<file path="config.mk">
export PLATFORM = sky130hd
export DESIGN_NAME = fetch_pc_sequencer_flat
export DESIGN_NICKNAME = d
export VERILOG_FILES = /design/src/rtl/fetch_pc_sequencer_pkg.sv /design/src/rtl/fetch_pc_sequencer_if.sv /design/src/rtl/fetch_pc_sequencer_kogge_stone.sv /design/src/rtl/fetch_pc_sequencer.sv /design/src/flat_wrapper.sv
export SDC_FILE = /design/constraint.sdc
export NUM_CORES = 1
export LEC_CHECK = 0
export ABC_CLOCK_PERIOD_IN_PS = 2200
export CORE_ASPECT_RATIO = 1.4
export CORE_UTILIZATION = 48
export DETAILED_ROUTE_END_ITERATION = 7
export PLACE_DENSITY_LB_ADDON = 0.2
export SYNTH_ARGS = -nofsm -noshare
export SYNTH_HDL_FRONTEND = slang
export SYNTH_SLANG_ARGS = --single-unit
</file>
<file path="constraint.sdc">
create_clock -name clk -period 2.2 [get_ports clk]
set_input_delay 0.22 -clock clk [delete_from_list [all_inputs] [get_ports clk]]
set_output_delay 0.22 -clock clk [all_outputs]
set_load 0.01 [all_outputs]
</file>
<file path="src/rtl/fetch_pc_sequencer_pkg.sv">
// Shared types and constants for the fetch PC sequencer.
// Step/mask helpers keep the dual-slot alignment rule in one place.
package riscv_fetch_pkg;

    typedef enum logic [1:0] {
        PC_NA     = 2'b00,
        PC_NORMAL = 2'b01,
        PC_JUMP   = 2'b10,
        PC_BRANCH = 2'b11
    } pc_ctrl_t;

    typedef enum logic [1:0] {
        BOOT = 2'd0,
        RUN  = 2'd1,
        WAIT = 2'd2
    } fetch_state_t;

    localparam logic [31:0] FETCH_STEP_1 = 32'd4;
    localparam logic [31:0] FETCH_STEP_2 = 32'd8;

    // A dual fetch is only possible from an 8-byte aligned address.
    function automatic logic [31:0] fetch_step(input logic addr_b2, input int width);
        return (width == 2 && !addr_b2) ? FETCH_STEP_2 : FETCH_STEP_1;
    endfunction

    function automatic logic [1:0] fetch_mask(input logic addr_b2, input int width);
        return (width == 2 && !addr_b2) ? 2'b11 : 2'b01;
    endfunction

endpackage

</file>
<file path="src/rtl/fetch_pc_sequencer_if.sv">
// Fetch request channel between the PC sequencer (master) and IMEM (slave).
interface fetch_pc_sequencer_if;
    logic        req_valid;
    logic        req_ready;
    logic [31:0] req_addr;
    logic [1:0]  req_slot_mask;
    logic        req_epoch;

    modport master (
        output req_valid, req_addr, req_slot_mask, req_epoch,
        input  req_ready
    );

    modport slave (
        input  req_valid, req_addr, req_slot_mask, req_epoch,
        output req_ready
    );
endinterface

</file>
<file path="src/rtl/fetch_pc_sequencer_kogge_stone.sv">
// Codebase Kogge-Stone parallel-prefix adder/subtractor.
// sub_en=1 computes a-b via two's complement (carry-in of 1).
module Kogge_Stone #(
    parameter int WIDTH = 32
) (
    input  logic [WIDTH-1:0] a,
    input  logic [WIDTH-1:0] b,
    input  logic             sub_en,
    output logic [WIDTH-1:0] sum,
    output logic             cout
);
    localparam int LEVELS = $clog2(WIDTH);

    logic [WIDTH-1:0]             b_eff;
    logic [WIDTH-1:0]             p0;
    logic [LEVELS:0][WIDTH-1:0]   gk;
    logic [LEVELS:0][WIDTH-1:0]   pk;
    logic [WIDTH:0]               carry;
    logic                         unused_pk;

    assign b_eff = b ^ {WIDTH{sub_en}};
    assign p0    = a ^ b_eff;

    always_comb begin
        gk = '0;
        pk = '0;
        gk[0] = a & b_eff;
        // Fold carry-in into bit 0 so the prefix tree needs no extra column.
        gk[0][0] = gk[0][0] | (p0[0] & sub_en);
        pk[0] = p0;
        for (int l = 0; l < LEVELS; l++) begin
            for (int i = 0; i < WIDTH; i++) begin
                if (i >= (1 << l)) begin
                    gk[l+1][i] = gk[l][i] | (pk[l][i] & gk[l][i-(1<<l)]);
                    pk[l+1][i] = pk[l][i] & pk[l][i-(1<<l)];
                end else begin
                    gk[l+1][i] = gk[l][i];
                    pk[l+1][i] = pk[l][i];
                end
            end
        end
    end

    assign carry     = {gk[LEVELS], sub_en};
    assign sum       = p0 ^ carry[WIDTH-1:0];
    assign cout      = carry[WIDTH];
    assign unused_pk = ^pk[LEVELS];

endmodule

</file>
<file path="src/rtl/fetch_pc_sequencer.sv">
// Front-end PC owner: issues dual-slot fetch requests, applies resolved
// redirects (live or pending), tags requests with an epoch and pulses flush.
module fetch_pc_sequencer
    import riscv_fetch_pkg::*;
#(
    parameter logic [31:0] RESET_PC    = 32'h0000_0000,
    parameter int          FETCH_WIDTH = 2
) (
    input  logic                        clk,
    input  logic                        rst,
    input  logic                        fetch_stall,
    input  logic                        redirect_valid,
    input  logic [1:0]                  redirect_ctrl,
    input  logic [31:0]                 redirect_target,
    fetch_pc_sequencer_if.master        req,
    output logic                        flush,
    output logic                        misalign_exc,
    output logic [31:0]                 misalign_addr
);
    fetch_state_t state_q, state_d;
    logic        req_valid_q, req_valid_d;
    logic [31:0] req_addr_q, req_addr_d;
    logic [1:0]  req_mask_q, req_mask_d;
    logic        req_epoch_q, req_epoch_d;
    logic        epoch_q, epoch_d;
    logic        flush_q, flush_d;
    logic        mexc_q, mexc_d;
    logic [31:0] maddr_q, maddr_d;
    logic        pend_valid_q, pend_valid_d;
    logic [31:0] pend_addr_q, pend_addr_d;
    logic [31:0] seq_pc_q, seq_pc_d;

    pc_ctrl_t    ctrl;
    logic        is_jb, redir_take, redir_bad;
    logic        xfer, hold, issue;
    logic [31:0] seq_next, next_addr;
    logic        pc_carry_unused;

    assign ctrl       = pc_ctrl_t'(redirect_ctrl);
    assign is_jb      = redirect_valid && (ctrl == PC_JUMP || ctrl == PC_BRANCH);
    assign redir_take = is_jb && (redirect_target[1:0] == 2'b00);
    assign redir_bad  = is_jb && (redirect_target[1:0] != 2'b00);
    assign xfer       = req_valid_q && req.req_ready;
    assign hold       = req_valid_q && !req.req_ready;

    Kogge_Stone #(.WIDTH(32)) u_pc_add (
        .a      (req_addr_q),
        .b      (fetch_step(req_addr_q[2], FETCH_WIDTH)),
        .sub_en (1'b0),
        .sum    (seq_next),
        .cout   (pc_carry_unused)
    );

    always_comb begin
        state_d      = state_q;
        req_valid_d  = req_valid_q;
        req_addr_d   = req_addr_q;
        req_mask_d   = req_mask_q;
        req_epoch_d  = req_epoch_q;
        epoch_d      = epoch_q ^ redir_take;
        flush_d      = redir_take;
        mexc_d       = redir_bad;
        maddr_d      = redir_bad ? redirect_target : maddr_q;
        pend_valid_d = pend_valid_q;
        pend_addr_d  = pend_addr_q;
        seq_pc_d     = xfer ? seq_next : seq_pc_q;
        issue        = 1'b0;

        if (redir_take)        next_addr = redirect_target;
        else if (pend_valid_q) next_addr = pend_addr_q;
        else                   next_addr = seq_pc_d;

        case (state_q)
            BOOT: begin
                state_d = RUN;
                issue   = 1'b1;
            end
            RUN, WAIT: begin
                if (hold) begin
                    state_d = WAIT;
                end else begin
                    state_d = RUN;
                    issue   = 1'b1;
                end
            end
            default: state_d = BOOT;
        endcase

        // A redirect that cannot issue now waits in the one-entry pending slot.
        if (redir_take && (!issue || fetch_stall)) begin
            pend_valid_d = 1'b1;
            pend_addr_d  = redirect_target;
        end

        if (issue) begin
            if (fetch_stall) begin
                req_valid_d = 1'b0;
                req_mask_d  = 2'b00;
            end else begin
                req_valid_d  = 1'b1;
                req_addr_d   = next_addr;
                req_mask_d   = fetch_mask(next_addr[2], FETCH_WIDTH);
                req_epoch_d  = epoch_d;
                pend_valid_d = 1'b0;
            end
        end
    end

    always_ff @(posedge clk) begin
        if (rst) begin
            state_q      <= BOOT;
            req_valid_q  <= 1'b0;
            req_addr_q   <= RESET_PC;
            req_mask_q   <= 2'b00;
            req_epoch_q  <= 1'b0;
            epoch_q      <= 1'b0;
            flush_q      <= 1'b0;
            mexc_q       <= 1'b0;
            maddr_q      <= 32'h0;
            pend_valid_q <= 1'b0;
            pend_addr_q  <= 32'h0;
            seq_pc_q     <= RESET_PC;
        end else begin
            state_q      <= state_d;
            req_valid_q  <= req_valid_d;
            req_addr_q   <= req_addr_d;
            req_mask_q   <= req_mask_d;
            req_epoch_q  <= req_epoch_d;
            epoch_q      <= epoch_d;
            flush_q      <= flush_d;
            mexc_q       <= mexc_d;
            maddr_q      <= maddr_d;
            pend_valid_q <= pend_valid_d;
            pend_addr_q  <= pend_addr_d;
            seq_pc_q     <= seq_pc_d;
        end
    end

    assign req.req_valid     = req_valid_q;
    assign req.req_addr      = req_addr_q;
    assign req.req_slot_mask = req_mask_q;
    assign req.req_epoch     = req_epoch_q;
    assign flush             = flush_q;
    assign misalign_exc      = mexc_q;
    assign misalign_addr     = maddr_q;

endmodule

</file>
<file path="src/flat_wrapper.sv">
// flat-port wrapper written by rule: the top's interface ports become plain ports
module fetch_pc_sequencer_flat import riscv_fetch_pkg::*;
#(
    parameter logic [31:0] RESET_PC    = 32'h0000_0000,
    parameter int          FETCH_WIDTH = 2
)
  (clk, rst, fetch_stall, redirect_valid, redirect_ctrl, redirect_target, flush, misalign_exc, misalign_addr, req_req_valid, req_req_addr, req_req_slot_mask, req_req_epoch, req_req_ready);
  fetch_pc_sequencer_if req_i ();
  input  logic clk;
  input  logic rst;
  input  logic fetch_stall;
  input  logic redirect_valid;
  input  logic [1:0] redirect_ctrl;
  input  logic [31:0] redirect_target;
  output logic flush;
  output logic misalign_exc;
  output logic [31:0] misalign_addr;
  output wire logic [$bits(req_i.req_valid)-1:0] req_req_valid;
  output wire logic [$bits(req_i.req_addr)-1:0] req_req_addr;
  output wire logic [$bits(req_i.req_slot_mask)-1:0] req_req_slot_mask;
  output wire logic [$bits(req_i.req_epoch)-1:0] req_req_epoch;
  input wire logic [$bits(req_i.req_ready)-1:0] req_req_ready;
  assign req_req_valid = req_i.req_valid;
  assign req_req_addr = req_i.req_addr;
  assign req_req_slot_mask = req_i.req_slot_mask;
  assign req_req_epoch = req_i.req_epoch;
  assign req_i.req_ready = req_req_ready;
  fetch_pc_sequencer #(.RESET_PC(RESET_PC), .FETCH_WIDTH(FETCH_WIDTH)) u_core (.clk(clk), .rst(rst), .fetch_stall(fetch_stall), .redirect_valid(redirect_valid), .redirect_ctrl(redirect_ctrl), .redirect_target(redirect_target), .req(req_i), .flush(flush), .misalign_exc(misalign_exc), .misalign_addr(misalign_addr));
endmodule
</file>
==> results.sh <==
export IMPL_status="complete, no violations"
export IMPL_avgSynthCellArea_um2=7.90
export IMPL_ys_top_cells_by_area="dfxtp_1 45%, nand2_1 10%, a21oi_1 7.8%"
export IMPL_cts_buffers=17
export IMPL_finalHoldViolCount=0
export IMPL_hp_class="primary input to register"
export IMPL_route_detailed_drc=0
export IMPL_yosysWarnings=0
export IMPL_ant_nets=0
export IMPL_dr_pass1_iters=5
export IMPL_critPathKind="register to register"
export IMPL_setup_tns_ns=0
export IMPL_clkSinkCount=137
export IMPL_cp_end_kind="register"
export IMPL_drt_total_wl_mm=18.8
export IMPL_ys_ff_latch=137
export IMPL_synth_seq_area_share_pct=45.0
export IMPL_cts_tree="done"
export IMPL_core_rowCount=48
export IMPL_final_period_utilization_pct=97.5
export IMPL_io_pins=109
export IMPL_die_area_mm2=0.0132
export IMPL_num_antenna_cells=0
export IMPL_final_setup_worst_slack_ns=0.0547
export IMPL_required_ns=2.54
export IMPL_drtIter0Drc=636
export IMPL_worstPathMaxFanout=9
export IMPL_crit_arrival_ns=2.49
export IMPL_antenna_found_initial=0
export IMPL_synth_edf_count=0
export IMPL_dp_hpwl_mm=12.2
export IMPL_start_kind="register"
export IMPL_cpMaxStageDelayCell="dfxtp_1"
export IMPL_clock_path_buffers=2
export IMPL_synth_area_leader_cell="dfxtp_1"
export IMPL_p_leak_uw=0.00299
export IMPL_cts_max_level=4
export IMPL_maxCapViolCount=0
export IMPL_area_growth_pct=35.8
export IMPL_grt_max_degree=123
export IMPL_finalClockSkew_ns=0.00565
export IMPL_root_buffer="clkbuf_16"
export IMPL_crit_buf_inv=0
export IMPL_hold_buffers=0
export IMPL_start_util_pct=49.3
export IMPL_place_area_mm2=0.00761
export IMPL_core_area_mm2=0.0124
export IMPL_portBuffers=107
export IMPL_postSynth_asyncResetShare_pct=0
export IMPL_synth_cell_types=64
export IMPL_powerDensity_mw_per_mm2=774
export IMPL_tightest_slew_ns=0.766
export IMPL_cpPeakStageDelay_ns=0.48
export IMPL_fmaxAchievable_mhz=466
export IMPL_peakVddDrop_mv=0.589
export IMPL_wl_per_cell_um=17.9
export IMPL_worst_path_dominant_cell_family="simple AND/OR/NAND/NOR gates"
export IMPL_die_h_um=135
export IMPL_drive_gt1_share_pct=12.2
export IMPL_syn_area_mm2=0.00610
export IMPL_vias_per_cell=5.88
export IMPL_clkLatencyLatePin_ns=0.41
export IMPL_layout_min_cycle_time_ns=2.15
export IMPL_finalPower_uw=6410
export IMPL_vias=6195
export IMPL_crit_chain="nand4_1 > nor2_1 > nand2_2 > or4_4 > o41ai_2 > o2bb2ai_1"
export IMPL_synth_top_cells_by_count="169 x nand2_1, 137 x dfxtp_1, 95 x a21oi_1"
export IMPL_setup_viol=0
export IMPL_grt_pass1_vias=5902
export IMPL_fin_nets=934
export IMPL_fp_dieW_um=97.3
export IMPL_fin_area_mm2=0.00828
export IMPL_grt_usage_pct=28.7
export IMPL_synthCells=772
export IMPL_ys_flop_type="dfxtp_1"
export IMPL_place_congestion=0.864
export IMPL_synthMostInstantiatedCell="nand2_1"
export IMPL_stdcell_count=1053
export IMPL_grt_ovfl_total=0
export IMPL_dp_cells=1020
export IMPL_clk_pin_slew_ns=0.06
export IMPL_yosys_area_top_type_share_pct=45.0
export IMPL_nFillCells=1046
export IMPL_grt_pass1_wl_mm=30.3
export IMPL_pre_cts_ws_ns=0.00203
export IMPL_maxSlewHeadroom_pct=48.9
export IMPL_synthesis_nets=815
export IMPL_drv_slew=0
-- layout make-up --
type | instances | area (um2) | share of cell area, %
Timing Repair Buffer | 158 | 1540 | 18.6
Inverter | 9 | 33.8 | 0.408
Tap cell | 150 | 188 | 2.27
Multi-Input combinational cell | 568 | 3190 | 38.5
Clock buffer | 24 | 492 | 5.94
Sequential cell | 137 | 2750 | 33.2
Clock inverter | 7 | 91.3 | 1.10
-- kinds of logic after synthesis --
group / after synthesis / synth area share, %
xor gates and xnor gates: 24 / 3.45
DFF: 137 / 45.0
and+or+nand+nor: 338 / 25.4
AOI/OAI and AO/OA: 196 / 20.2
buffers and inverters: 67 / 4.19
adders and majority gates: 4 / 0.821
muxes: 6 / 0.985
-- cells in the final DEF (no fill, tap or decap), types with 4 or more instances in the layout --
cell type,instances
nand3_1,18
nor4_1,12
clkbuf_8,4
a211o_1,5
nor3_1,18
a21oi_1,95
dfxtp_1,134
clkbuf_16,17
o31a_1,4
nand2_1,168
a211oi_1,16
and3_1,8
xnor2_1,15
buf_12,7
o21ai_0,29
inv_1,8
clkdlybuf4s50_1,106
or3_1,10
xor2_1,9
and2_1,4
o211ai_1,4
o21ai_1,4
nor2_1,63
nor3_2,4
mux2i_1,6
a31oi_1,6
nand4_1,9
buf_4,45
-- per-layer routing --
| layer | GRT usage, % | vias to the layer above | wire, um |
|---|---|---|---|
| met5 | 0 | - | 0 |
| met3 | 4.75 | 33 | 1450 |
| met1 | 37.8 | 2926 | 7800 |
| met2 | 47.3 | 305 | 9280 |
| met4 | 10.9 | 0 | 322 |
| li1 | - | 2931 | - |
-- sequential cells by signal (all words and copies together) (netlist names), 2 cells and up --
name / cells
u_core.misalign_addr: 32
u_core.pend_addr_q: 32
u_core.req.req_addr: 32
u_core.seq_pc_q: 32
u_core.req.req_slot_mask: 2
u_core.state_q: 2
-- through the flow --
stage | utilization (%) | hold WS [ns]
after floorplan | - | 0.356
after global placement | 61.5 | 0.428
after detailed placement | 61.5 | 0.437
after CTS | 66.2 | 0.371
after global routing | 66.9 | 0.387
final | 66.9 | 0.344
-- path summary, 6_finish.rpt --
| check | from | end | slack [ns] | cells after the start |
|---|---|---|---|---|
| max reg2reg | u_core.req.req_addr[17] | u_core.req.req_addr[30] | 0.05 | 6 |
| min reg2reg | u_core.seq_pc_q[2] | u_core.seq_pc_q[2] | 0.45 | 2 |
| min | rst | u_core.epoch_q | 0.34 | 3 |
| max | u_core.req.req_addr[17] | u_core.req.req_addr[30] | 0.05 | 6 |
-- what timing repair did --
item	in CTS	in global routing
buffers inserted	0	2
setup endpoints to repair	0	14
gates resized for setup	0	14
-- worst min-delay path, stage by stage --
cell    delay [ns]
buf_4         0.12
buf_12        0.22
nor2_1        0.14
-- where the power goes --
part | internal [uW] | switching, uW | total, uW
Combinational | 422 | 483 | 905
Clock | 1780 | 1030 | 2810
Sequential | 2600 | 96.1 | 2690
Note: power is estimated with default switching activity, not from simulation.
